==> config.mk <==
export PLATFORM = sky130hd
export DESIGN_NAME = ahb_lite_cordic_mc
export DESIGN_NICKNAME = d
export VERILOG_FILES = /design/src/rtl/cordic_ahb_pkg.sv /design/src/rtl/cordic_ahb_chan_regs.sv /design/src/rtl/ahb_lite_cordic_mc.sv
export SDC_FILE = /design/constraint.sdc
export NUM_CORES = 1
export LEC_CHECK = 0
export ABC_AREA = 1
export CORE_AREA = 2 2 152 154
export CTS_CLUSTER_SIZE = 40
export DETAILED_ROUTE_END_ITERATION = 8
export DIE_AREA = 0 0 154 156
export DONT_BUFFER_PORTS = 1
export GPL_TIMING_DRIVEN = 0
export PLACE_DENSITY = 0.32
export SLEW_MARGIN = 15
export SYNTH_ARGS = -nofsm -noshare
export SYNTH_HDL_FRONTEND = slang
export SYNTH_HIERARCHICAL = 1
export SYNTH_SLANG_ARGS = --single-unit
==> constraint.sdc <==
create_clock -name HCLK -period 6.5 [get_ports HCLK]
set_input_delay 0.325 -clock HCLK [delete_from_list [all_inputs] [get_ports HCLK]]
set_output_delay 0.325 -clock HCLK [all_outputs]
set_load 0.05 [all_outputs]
==> src/rtl/cordic_ahb_pkg.sv <==
// =============================================================================
// cordic_ahb_pkg: shared offsets, register bit indices and FSM state encoding.
// Rev 1.0
// =============================================================================
`default_nettype none

package cordic_ahb_pkg;

  localparam logic [1:0] c_off_data_in  = 2'd0;
  localparam logic [1:0] c_off_data_out = 2'd1;
  localparam logic [1:0] c_off_status   = 2'd2;
  localparam logic [1:0] c_off_ctrl     = 2'd3;

  localparam int c_st_empty_bit = 0;
  localparam int c_st_ready_bit = 1;
  localparam int c_st_uf_bit    = 2;
  localparam int c_st_to_bit    = 3;
  localparam int c_ctrl_block_bit = 0;

  localparam int c_def_timeout = 255;

  typedef enum logic [1:0] {
    ST_IDLE = 2'd0,
    ST_XFER = 2'd1,
    ST_ERR1 = 2'd2,
    ST_ERR2 = 2'd3
  } state_t;

endpackage

`default_nettype wire

==> src/rtl/cordic_ahb_chan_regs.sv <==
// =============================================================================
// cordic_ahb_chan_regs: per-channel CTRL.BLOCK bit and sticky status flags.
// Rev 1.0
// =============================================================================
`default_nettype none

module cordic_ahb_chan_regs
  import cordic_ahb_pkg::*;
(
  input  logic HCLK,
  input  logic HRESETn,
  input  logic i_ctrl_we,
  input  logic i_block_wdata,
  input  logic i_set_uf,
  input  logic i_clr_uf,
  input  logic i_set_to,
  input  logic i_clr_to,
  output logic o_block,
  output logic o_underflow,
  output logic o_timeout
);

  logic r_block;
  logic r_uf;
  logic r_to;

  // A hardware set in the same cycle as a software clear keeps the flag.
  always_ff @(posedge HCLK or negedge HRESETn) begin
    if (!HRESETn) begin
      r_block <= 1'b0;
      r_uf    <= 1'b0;
      r_to    <= 1'b0;
    end else begin
      if (i_ctrl_we) r_block <= i_block_wdata;
      if (i_set_uf)      r_uf <= 1'b1;
      else if (i_clr_uf) r_uf <= 1'b0;
      if (i_set_to)      r_to <= 1'b1;
      else if (i_clr_to) r_to <= 1'b0;
    end
  end

  assign o_block     = r_block;
  assign o_underflow = r_uf;
  assign o_timeout   = r_to;

endmodule

`default_nettype wire

==> src/rtl/ahb_lite_cordic_mc.sv <==
// =============================================================================
// ahb_lite_cordic_mc: AHB-Lite slave fronting N_CH CORDIC push ports and FIFOs.
// Rev 1.0
// =============================================================================
`default_nettype none

module ahb_lite_cordic_mc
  import cordic_ahb_pkg::*;
#(
  parameter int N_CH    = 4,
  parameter int DW      = 32,
  parameter int TIMEOUT = c_def_timeout
) (
  input  logic               HCLK,
  input  logic               HRESETn,
  input  logic               i_hsel,
  input  logic               i_hready,
  input  logic               i_hwrite,
  input  logic [31:0]        i_haddr,
  input  logic [1:0]         i_htrans,
  input  logic [2:0]         i_hsize,
  input  logic [2:0]         i_hburst,
  input  logic [3:0]         i_hprot,
  input  logic               i_hmastlock,
  input  logic [31:0]        i_hwdata,
  output logic               o_hreadyout,
  output logic               o_hresp,
  output logic [31:0]        o_hrdata,
  output logic [N_CH*DW-1:0] o_cordic_in_data,
  output logic [N_CH-1:0]    o_cordic_in_valid,
  input  logic [N_CH-1:0]    i_cordic_in_ready,
  output logic [N_CH-1:0]    o_fifo_rd_en,
  input  logic [N_CH*DW-1:0] i_fifo_rd_data,
  input  logic [N_CH-1:0]    i_fifo_empty
);

  state_t      r_state;
  logic [3:0]  r_ch;
  logic [1:0]  r_off;
  logic        r_write;
  logic        r_inrng;
  logic [15:0] r_wait_cnt;

  logic            w_accept, w_addr_inrng, w_xfer, w_take;
  logic [N_CH-1:0] w_sel, w_block, w_uf, w_to;
  logic            w_empty, w_ready, w_sel_block, w_sel_uf, w_sel_to;
  logic [DW-1:0]   w_head;
  logic            w_is_push, w_is_rd_out, w_wait, w_timeout, w_pop, w_underflow;
  logic            w_stat_wr, w_ctrl_wr;
  logic [31:0]     w_status;
  logic            w_unused;

  assign w_accept     = i_hsel & i_hready & i_htrans[1];
  assign w_addr_inrng = ({1'b0, i_haddr[7:4]} < 5'(N_CH));
  assign w_xfer       = (r_state == ST_XFER);

  // Live per-channel signals selected by the latched channel; all zero out of range.
  always_comb begin
    w_sel       = '0;
    w_empty     = 1'b0;
    w_ready     = 1'b0;
    w_head      = '0;
    w_sel_block = 1'b0;
    w_sel_uf    = 1'b0;
    w_sel_to    = 1'b0;
    for (int c = 0; c < N_CH; c++) begin
      w_sel[c] = r_inrng && (r_ch == 4'(c));
      if (w_sel[c]) begin
        w_empty     = i_fifo_empty[c];
        w_ready     = i_cordic_in_ready[c];
        w_head      = i_fifo_rd_data[c*DW +: DW];
        w_sel_block = w_block[c];
        w_sel_uf    = w_uf[c];
        w_sel_to    = w_to[c];
      end
    end
  end

  assign w_is_push   = w_xfer & r_inrng & r_write & (r_off == c_off_data_in);
  assign w_is_rd_out = w_xfer & r_inrng & ~r_write & (r_off == c_off_data_out);
  assign w_stat_wr   = w_xfer & r_inrng & r_write & (r_off == c_off_status);
  assign w_ctrl_wr   = w_xfer & r_inrng & r_write & (r_off == c_off_ctrl);

  assign w_wait      = (w_is_push & ~w_ready) | (w_is_rd_out & w_empty & w_sel_block);
  // The TIMEOUT-th wait cycle is the last one; the next cycle is ERR1.
  assign w_timeout   = w_wait & (({1'b0, r_wait_cnt} + 17'd1) == 17'(TIMEOUT));
  assign w_pop       = w_is_rd_out & ~w_empty;
  assign w_underflow = w_is_rd_out & w_empty & ~w_sel_block;

  assign w_take = w_accept & ((r_state == ST_IDLE) | (r_state == ST_ERR2) | (w_xfer & ~w_wait));

  always_ff @(posedge HCLK or negedge HRESETn) begin
    if (!HRESETn) begin
      r_state    <= ST_IDLE;
      r_ch       <= '0;
      r_off      <= '0;
      r_write    <= 1'b0;
      r_inrng    <= 1'b0;
      r_wait_cnt <= '0;
    end else begin
      case (r_state)
        ST_XFER: begin
          if (w_timeout)   r_state    <= ST_ERR1;
          else if (w_wait) r_wait_cnt <= r_wait_cnt + 16'd1;
          else             r_state    <= w_accept ? ST_XFER : ST_IDLE;
        end
        ST_ERR1: r_state <= ST_ERR2;
        default: r_state <= w_accept ? ST_XFER : ST_IDLE;
      endcase
      if (w_take) begin
        r_ch       <= i_haddr[7:4];
        r_off      <= i_haddr[3:2];
        r_write    <= i_hwrite;
        r_inrng    <= w_addr_inrng;
        r_wait_cnt <= '0;
      end
    end
  end

  generate
    for (genvar c = 0; c < N_CH; c++) begin : g_ch
      cordic_ahb_chan_regs u_regs (
        .HCLK          (HCLK),
        .HRESETn       (HRESETn),
        .i_ctrl_we     (w_ctrl_wr & w_sel[c]),
        .i_block_wdata (i_hwdata[c_ctrl_block_bit]),
        .i_set_uf      (w_underflow & w_sel[c]),
        .i_clr_uf      (w_stat_wr & w_sel[c] & i_hwdata[c_st_uf_bit]),
        .i_set_to      (w_timeout & w_sel[c]),
        .i_clr_to      (w_stat_wr & w_sel[c] & i_hwdata[c_st_to_bit]),
        .o_block       (w_block[c]),
        .o_underflow   (w_uf[c]),
        .o_timeout     (w_to[c])
      );
    end
  endgenerate

  always_comb begin
    w_status                 = '0;
    w_status[c_st_empty_bit] = w_empty;
    w_status[c_st_ready_bit] = w_ready;
    w_status[c_st_uf_bit]    = w_sel_uf;
    w_status[c_st_to_bit]    = w_sel_to;
  end

  always_comb begin
    o_hrdata = '0;
    if (w_xfer && r_inrng && !r_write) begin
      case (r_off)
        c_off_data_out: o_hrdata = w_empty ? 32'd0 : 32'(w_head);
        c_off_status:   o_hrdata = w_status;
        c_off_ctrl:     o_hrdata = {31'd0, w_sel_block};
        default:        o_hrdata = '0;
      endcase
    end
  end

  always_comb begin
    o_cordic_in_data = '0;
    for (int c = 0; c < N_CH; c++) begin
      if (w_is_push && w_sel[c]) o_cordic_in_data[c*DW +: DW] = i_hwdata[DW-1:0];
    end
  end

  assign o_cordic_in_valid = w_is_push ? w_sel : '0;
  assign o_fifo_rd_en      = w_pop ? w_sel : '0;

  always_comb begin
    case (r_state)
      ST_XFER: o_hreadyout = ~w_wait;
      ST_ERR1: o_hreadyout = 1'b0;
      default: o_hreadyout = 1'b1;
    endcase
  end

  assign o_hresp = (r_state == ST_ERR1) | (r_state == ST_ERR2);

  assign w_unused = ^{i_hsize, i_hburst, i_hprot, i_hmastlock, i_htrans[0],
                      i_haddr[31:8], i_haddr[1:0], i_hwdata};

endmodule

`default_nettype wire
======== Word-level counts from Yosys, hierarchy flattened ========
Cells that the tools add are included.
cells by class
  bitwise gates (word level) .............. 50
  $add $sub $neg .......................... 2
  $lt $le $gt $ge ......................... 1
  muxes and demuxes ....................... 58
  equality and inequality tests ........... 12
  reduce and logical (&&, ||, !) cells .... 25
operators with widths
  cell                                                                     count
  32-bit 2-to-1 mux                                                        10
  32-bit one-hot mux with 3 select lines                                   1
  16-bit 2-to-1 mux                                                        4
  1-bit bitwise AND                                                        41
  1-bit 2-to-1 mux                                                         37
  2-bit nonzero test                                                       10
  16-bit by 1-bit adder with 17-bit output, second input constant          1
  17-bit by 8-bit equality test with 1-bit output, second input constant   1
  16-bit by 1-bit adder with 16-bit output, second input constant          1
  1-bit logical AND                                                        10
  2-bit equality test, second input constant                               4
  4-bit by 2-bit equality test with 1-bit output, second input constant    2
  4-bit 2-to-1 mux                                                         2
  1-bit inverter                                                           5
  2-bit by 1-bit equality test with 1-bit output, second input constant    2
  4-bit by 1-bit equality test with 1-bit output, second input constant    1
  2-bit zero test                                                          2
  4-bit zero test                                                          1
  4-bit by 3-bit < comparator with 1-bit output, second input constant     1
  2-bit 2-to-1 mux                                                         2
  1-bit bitwise OR                                                         4
  2-bit one-hot mux with 2 select lines                                    1
  3-bit by 2-bit inequality test with 1-bit output, second input constant  1
  3-bit AND reduction                                                      1
  other kinds (3)                                                          3
storage, ports and cells
  register bits ........................... 38
  word-level logic and storage cells ...... 166
  output and inout port bits .............. 170
  input bits .............................. 218

======== Longest topological paths before layout ========
  depth in word-level cells ............... 15
  gate-level depth with buffers ........... 16
  gate-level depth less buffers ........... 14

======== Modules after synthesis ========
Netlist, hierarchy kept.
modules (own cells, without submodules)
  module                instances  seq. area each (sq um)  cells each  area each (sq um)
  ahb_lite_cordic_mc    1          650.6                   739         3,834.9
  cordic_ahb_chan_regs  4          75.1                    15          120.1

======== Least setup slack after synthesis ========
No wires, ideal clock.
  path kind ............................... reg2out
  start point ............................. register r_ch[3]
  end point ............................... output port o_cordic_in_data[65]
  stages on the path, launching flop included .. 9
  buffers on the path ..................... 1
  required time ........................... 6.175 ns
  setup slack ............................. 3.262 ns
  arrival time ............................ 2.913 ns
  cell sequence ........................... dfrtp_1 > nor2_4 > nand2_1 > nor3_4 > inv_1 > nor2_1 > inv_1 > clkbuf_1 > nor2_1
on the way
  longest elaborated chain between the ends .. 4
ends and longest elaborated chain
  what                                            RTL line                   source
  start: declaration                              ahb_lite_cordic_mc.sv:38   logic [3:0] r_ch;
  start signal: assignment                        ahb_lite_cordic_mc.sv:111  r_ch <= i_haddr[7:4];
  4-bit by 2-bit equality test with 1-bit output  ahb_lite_cordic_mc.sv:67   w_sel[c] = r_inrng && (r_ch == 4'(c));
  1-bit logical AND                               ahb_lite_cordic_mc.sv:67
  1-bit logical AND                               ahb_lite_cordic_mc.sv:161  if (w_is_push && w_sel[c]) o_cordic_in_data[c*DW +: DW] = i_hwdata[DW-1:0];
  32-bit 2-to-1 mux                               ahb_lite_cordic_mc.sv:161
  end: declaration                                ahb_lite_cordic_mc.sv:29   output logic [N_CH*DW-1:0] o_cordic_in_data,
Every way passes these cells.

======== Worst setup path in the final report ========
  start point ............................. register r_ch[3]
  end point ............................... output port o_cordic_in_data[93]
Same word-level chain as after synthesis.

==> impl_metrics.env <==
export IMPL_finalClockSkew_ns=0.00713
export IMPL_buffers_added_on_ports=0
export IMPL_ctsHtreeMaxLevel=2
export IMPL_reg2reg_slack_ns=3.44
export IMPL_worstHoldPathType="in -> reg"
export IMPL_grt_max_degree=39
export IMPL_max_clock_path_buffers=2
export IMPL_routed_wirelength_um=23600
export IMPL_worstReg2RegStart="r_ch[3]"
export IMPL_timing_final_crit_share=0.696
export IMPL_post_synthesis_to_final_layout_area_growth_pct=21.4
export IMPL_max_cap_violations=0
export IMPL_power_share_combinational=0.380
export IMPL_min_path_cells=2
export IMPL_final_max_slew_violation_count=0
export IMPL_ant_nets=0
export IMPL_routed_wire_length_per_instance_um=21.6
export IMPL_post_route_minimum_period_ns=4.52
export IMPL_worst_skew_late_latency_ns=0.29
export IMPL_gpl_final_weighted_congestion=0.767
export IMPL_synth_largest_area_cell="sky130_fd_sc_hd__dfrtp_1"
export IMPL_detail_route_drc_violations=0
export IMPL_rr_endpoint="r_wait_cnt[2]"
export IMPL_irDropWorstVdd_uv=152
export IMPL_globalRouteTotalUtil=0.183
export IMPL_met2WireLength_um=9840
export IMPL_rsz0062_at_grt="no"
export IMPL_clock_sinks=38
export IMPL_cts_buffers_inserted=5
export IMPL_fp_dieArea_mm2=0.0240
export IMPL_top_layer="met4"
export IMPL_powerDensity_mw_per_mm2=220
export IMPL_pre_cts_ws_ns=2.26
export IMPL_power_switching_share=0.439
export IMPL_cts_root_buf="sky130_fd_sc_hd__clkbuf_16"
export IMPL_syn_nets=1022
export IMPL_final_layout_size_suffix_gt1_frac=0.0828
export IMPL_timing_max_slew_rel_slack=0.192
export IMPL_place_hpwl_um=19600
export IMPL_drt_first_pass_iters=7
export IMPL_met3_wirelength_um=2030
export IMPL_antenna_found_initial=1
export IMPL_synth_sequential_area_ratio=0.220
export IMPL_most_common_layout_cells="245 x sky130_fd_sc_hd__nor2_1, 208 x sky130_fd_sc_hd__nand2_1, 93 x sky130_fd_sc_hd__inv_1, 41 x sky130_fd_sc_hd__nand3_1"
export IMPL_synth_cell_types=32
export IMPL_cts_repair_resize_count=0
export IMPL_synth_seq_cells=38
export IMPL_power_leakage_nw=2.15
export IMPL_worst_slew_pin_slew_ns=1.22
export IMPL_cp_end_kind="primary output"
export IMPL_timing_setup_tns_ns=0
export IMPL_hold_viol=0
export IMPL_clock_fmax_ghz=0.221
export IMPL_ioPinCount=388
export IMPL_clk_transition_reported_paths_ns=0.07
export IMPL_total_of_endpoints_with_negative_setup_slack_in_the_final_report=0
export IMPL_finalNetCount=1031
export IMPL_coreArea_mm2=0.0224
export IMPL_gr_total_overflow=0
export IMPL_hold_end="g_ch[3].u_regs/o_block"
export IMPL_critPathRequiredTime_ns=6.17
export IMPL_p_int_mw=0.648
export IMPL_grt_pass1_vias=4939
export IMPL_die_w_um=154
export IMPL_initialDrtViolationCount=406
export IMPL_power_share_clock=0.295
export IMPL_timing_worst_setup_path_type="reg -> out"
export IMPL_drt_vias_per_instance=4.77
export IMPL_start_kind="register"
export IMPL_synth_top_cell_area_share=0.220
export IMPL_placementRows=55
export IMPL_synthesis_area_per_instance_um2=5.40
export IMPL_dieHeight_um=156
export IMPL_synthesized_netlist_cell_count=799
export IMPL_route_vias_total=5220
export IMPL_post_route_worst_setup_slack_ns=1.98
export IMPL_status="completed"
export IMPL_wirelength_met1_um=11200
export IMPL_first_pass_grt_wire_length_um=32900
export IMPL_initial_utilization=0.193
export IMPL_timing_critical_path_arrival_ns=4.20
export IMPL_cts_tree="yes"
export IMPL_synth_area_leaders="sky130_fd_sc_hd__dfrtp_1 22%, sky130_fd_sc_hd__nor2_1 21%, sky130_fd_sc_hd__nand2_1 18%, sky130_fd_sc_hd__inv_1 8.1%, sky130_fd_sc_hd__a311oi_1 5.7%"
export IMPL_power_share_sequential=0.325
export IMPL_rr_worst_depth=11
export IMPL_switching_power_mw=0.507
export IMPL_timing_hold_worst_start="i_hwdata[0]"
export IMPL_post_cts_repair_setup_buffers=0
export IMPL_layout_commonest_cell="sky130_fd_sc_hd__nor2_1"
export IMPL_yosys_warnings=6
export IMPL_cp_max_fo=10
export IMPL_post_synth_instance_area_mm2=0.00432
[worst max-delay path by stage]
| stage | slack (ns) | end | cells after the start | startpoint |
|---|---|---|---|---|
| after floorplan | 3.26 | o_cordic_in_data[65] | 8 | r_ch[3] |
| after global placement | 2.17 | o_hrdata[24] | 6 | r_ch[3] |
| after detailed placement | 2.26 | o_cordic_in_data[93] | 8 | r_ch[3] |
| after CTS | 1.94 | o_cordic_in_data[93] | 8 | r_ch[3] |
| after global routing | 1.81 | o_cordic_in_data[93] | 8 | r_ch[3] |
| final | 1.98 | o_cordic_in_data[93] | 8 | r_ch[3] |
[power by group through the flow]
stage	combinational, mW	clock, mW	sequential, mW
after detailed placement	0.433	0	0.379
after floorplan	0.316	0	0.354
final	0.439	0.340	0.376
after global routing	0.500	0.359	0.387
after CTS	0.444	0.354	0.375
after global placement	0.420	0	0.382
[metrics by stage]
stage | power (mW) | hold WS [ns] | cell area (um^2) | util | std cells
floorplan | 0.670 | 0.0294 | 4320 | - | 799
global placement | 0.802 | 0.0311 | 4670 | 0.209 | 1084
detailed placement | 0.813 | 0.0316 | 4990 | 0.223 | 1084
CTS | 1.17 | 0.145 | 5230 | 0.234 | 1094
global route | 1.25 | 0.155 | 5240 | 0.234 | 1095
finish | 1.16 | 0.152 | 5240 | 0.234 | 1095
[logic make-up after synthesis]
logic type	share of synthesized area
adders and majority gates	0.0145
AOI/OAI and AO/OA	0.128
xor gates and xnor gates	0.00203
DFF	0.220
and+or+nand+nor	0.513
buffers and inverters	0.122
[synthesized netlist by cell type, drive strengths merged]
| cell | n |
|---|---|
| nor2 | 249 |
| nand2 | 211 |
| inv | 100 |
| nand3 | 46 |
| a21oi | 40 |
| dfrtp | 38 |
| a311oi | 28 |
| clkbuf | 27 |
| nand4 | 15 |
| buf | 10 |
| nor3 | 7 |
| o21ai | 6 |
| ha | 5 |
| o211ai | 5 |
| nand3b | 4 |
| a31oi | 2 |
| or2 | 2 |
| a21boi | 1 |
| a22oi | 1 |
| nor4 | 1 |
| xnor2 | 1 |
[cell type report]
| cell class | instances | area, um^2 |
|---|---|---|
| clock buffers | 6 | 139 |
| well taps | 285 | 357 |
| clock inverters | 2 | 60.1 |
| repair buffers | 2 | 37.5 |
| inverters | 100 | 375 |
| diodes | 1 | 2.50 |
| multi-input cells | 624 | 3170 |
| fillers | 2612 | 17100 |
| plain buffers | 37 | 151 |
| flip-flops and latches | 38 | 951 |
[layer usage]
metal,vias to the layer above,global-route usage
met5,-,0
met4,0,0.0516
met3,27,0.0556
met2,235,0.264
met1,2424,0.263
li1,2534,-
[what timing repair did]
action | 4_1_cts | 5_1_grt
hold endpoints to repair | 38 | 0
hold buffers | 2 | 0
setup endpoints to repair | 0 | 0
[registers in the layout, summed over array words and instances, names as in the netlist]
register and flops:
g_ch.u_regs/o_block 4, g_ch.u_regs/o_timeout 4, g_ch.u_regs/o_underflow 4, r_ch 4
r_inrng 1, r_off 2, r_state 2, r_wait_cnt 16
r_write 1
[worst max-delay path: stages (launching register included)]
cell	delay, ns
sky130_fd_sc_hd__dfrtp_1	0.41
sky130_fd_sc_hd__nor2_4	0.24
sky130_fd_sc_hd__nand2_1	0.13
sky130_fd_sc_hd__nor3_4	0.52
sky130_fd_sc_hd__inv_1	0.27
sky130_fd_sc_hd__nor2_1	0.82
sky130_fd_sc_hd__inv_1	0.29
sky130_fd_sc_hd__clkbuf_1	0.33
sky130_fd_sc_hd__nor2_1	0.88
Note: power is estimated with default switching activity, not from simulation.
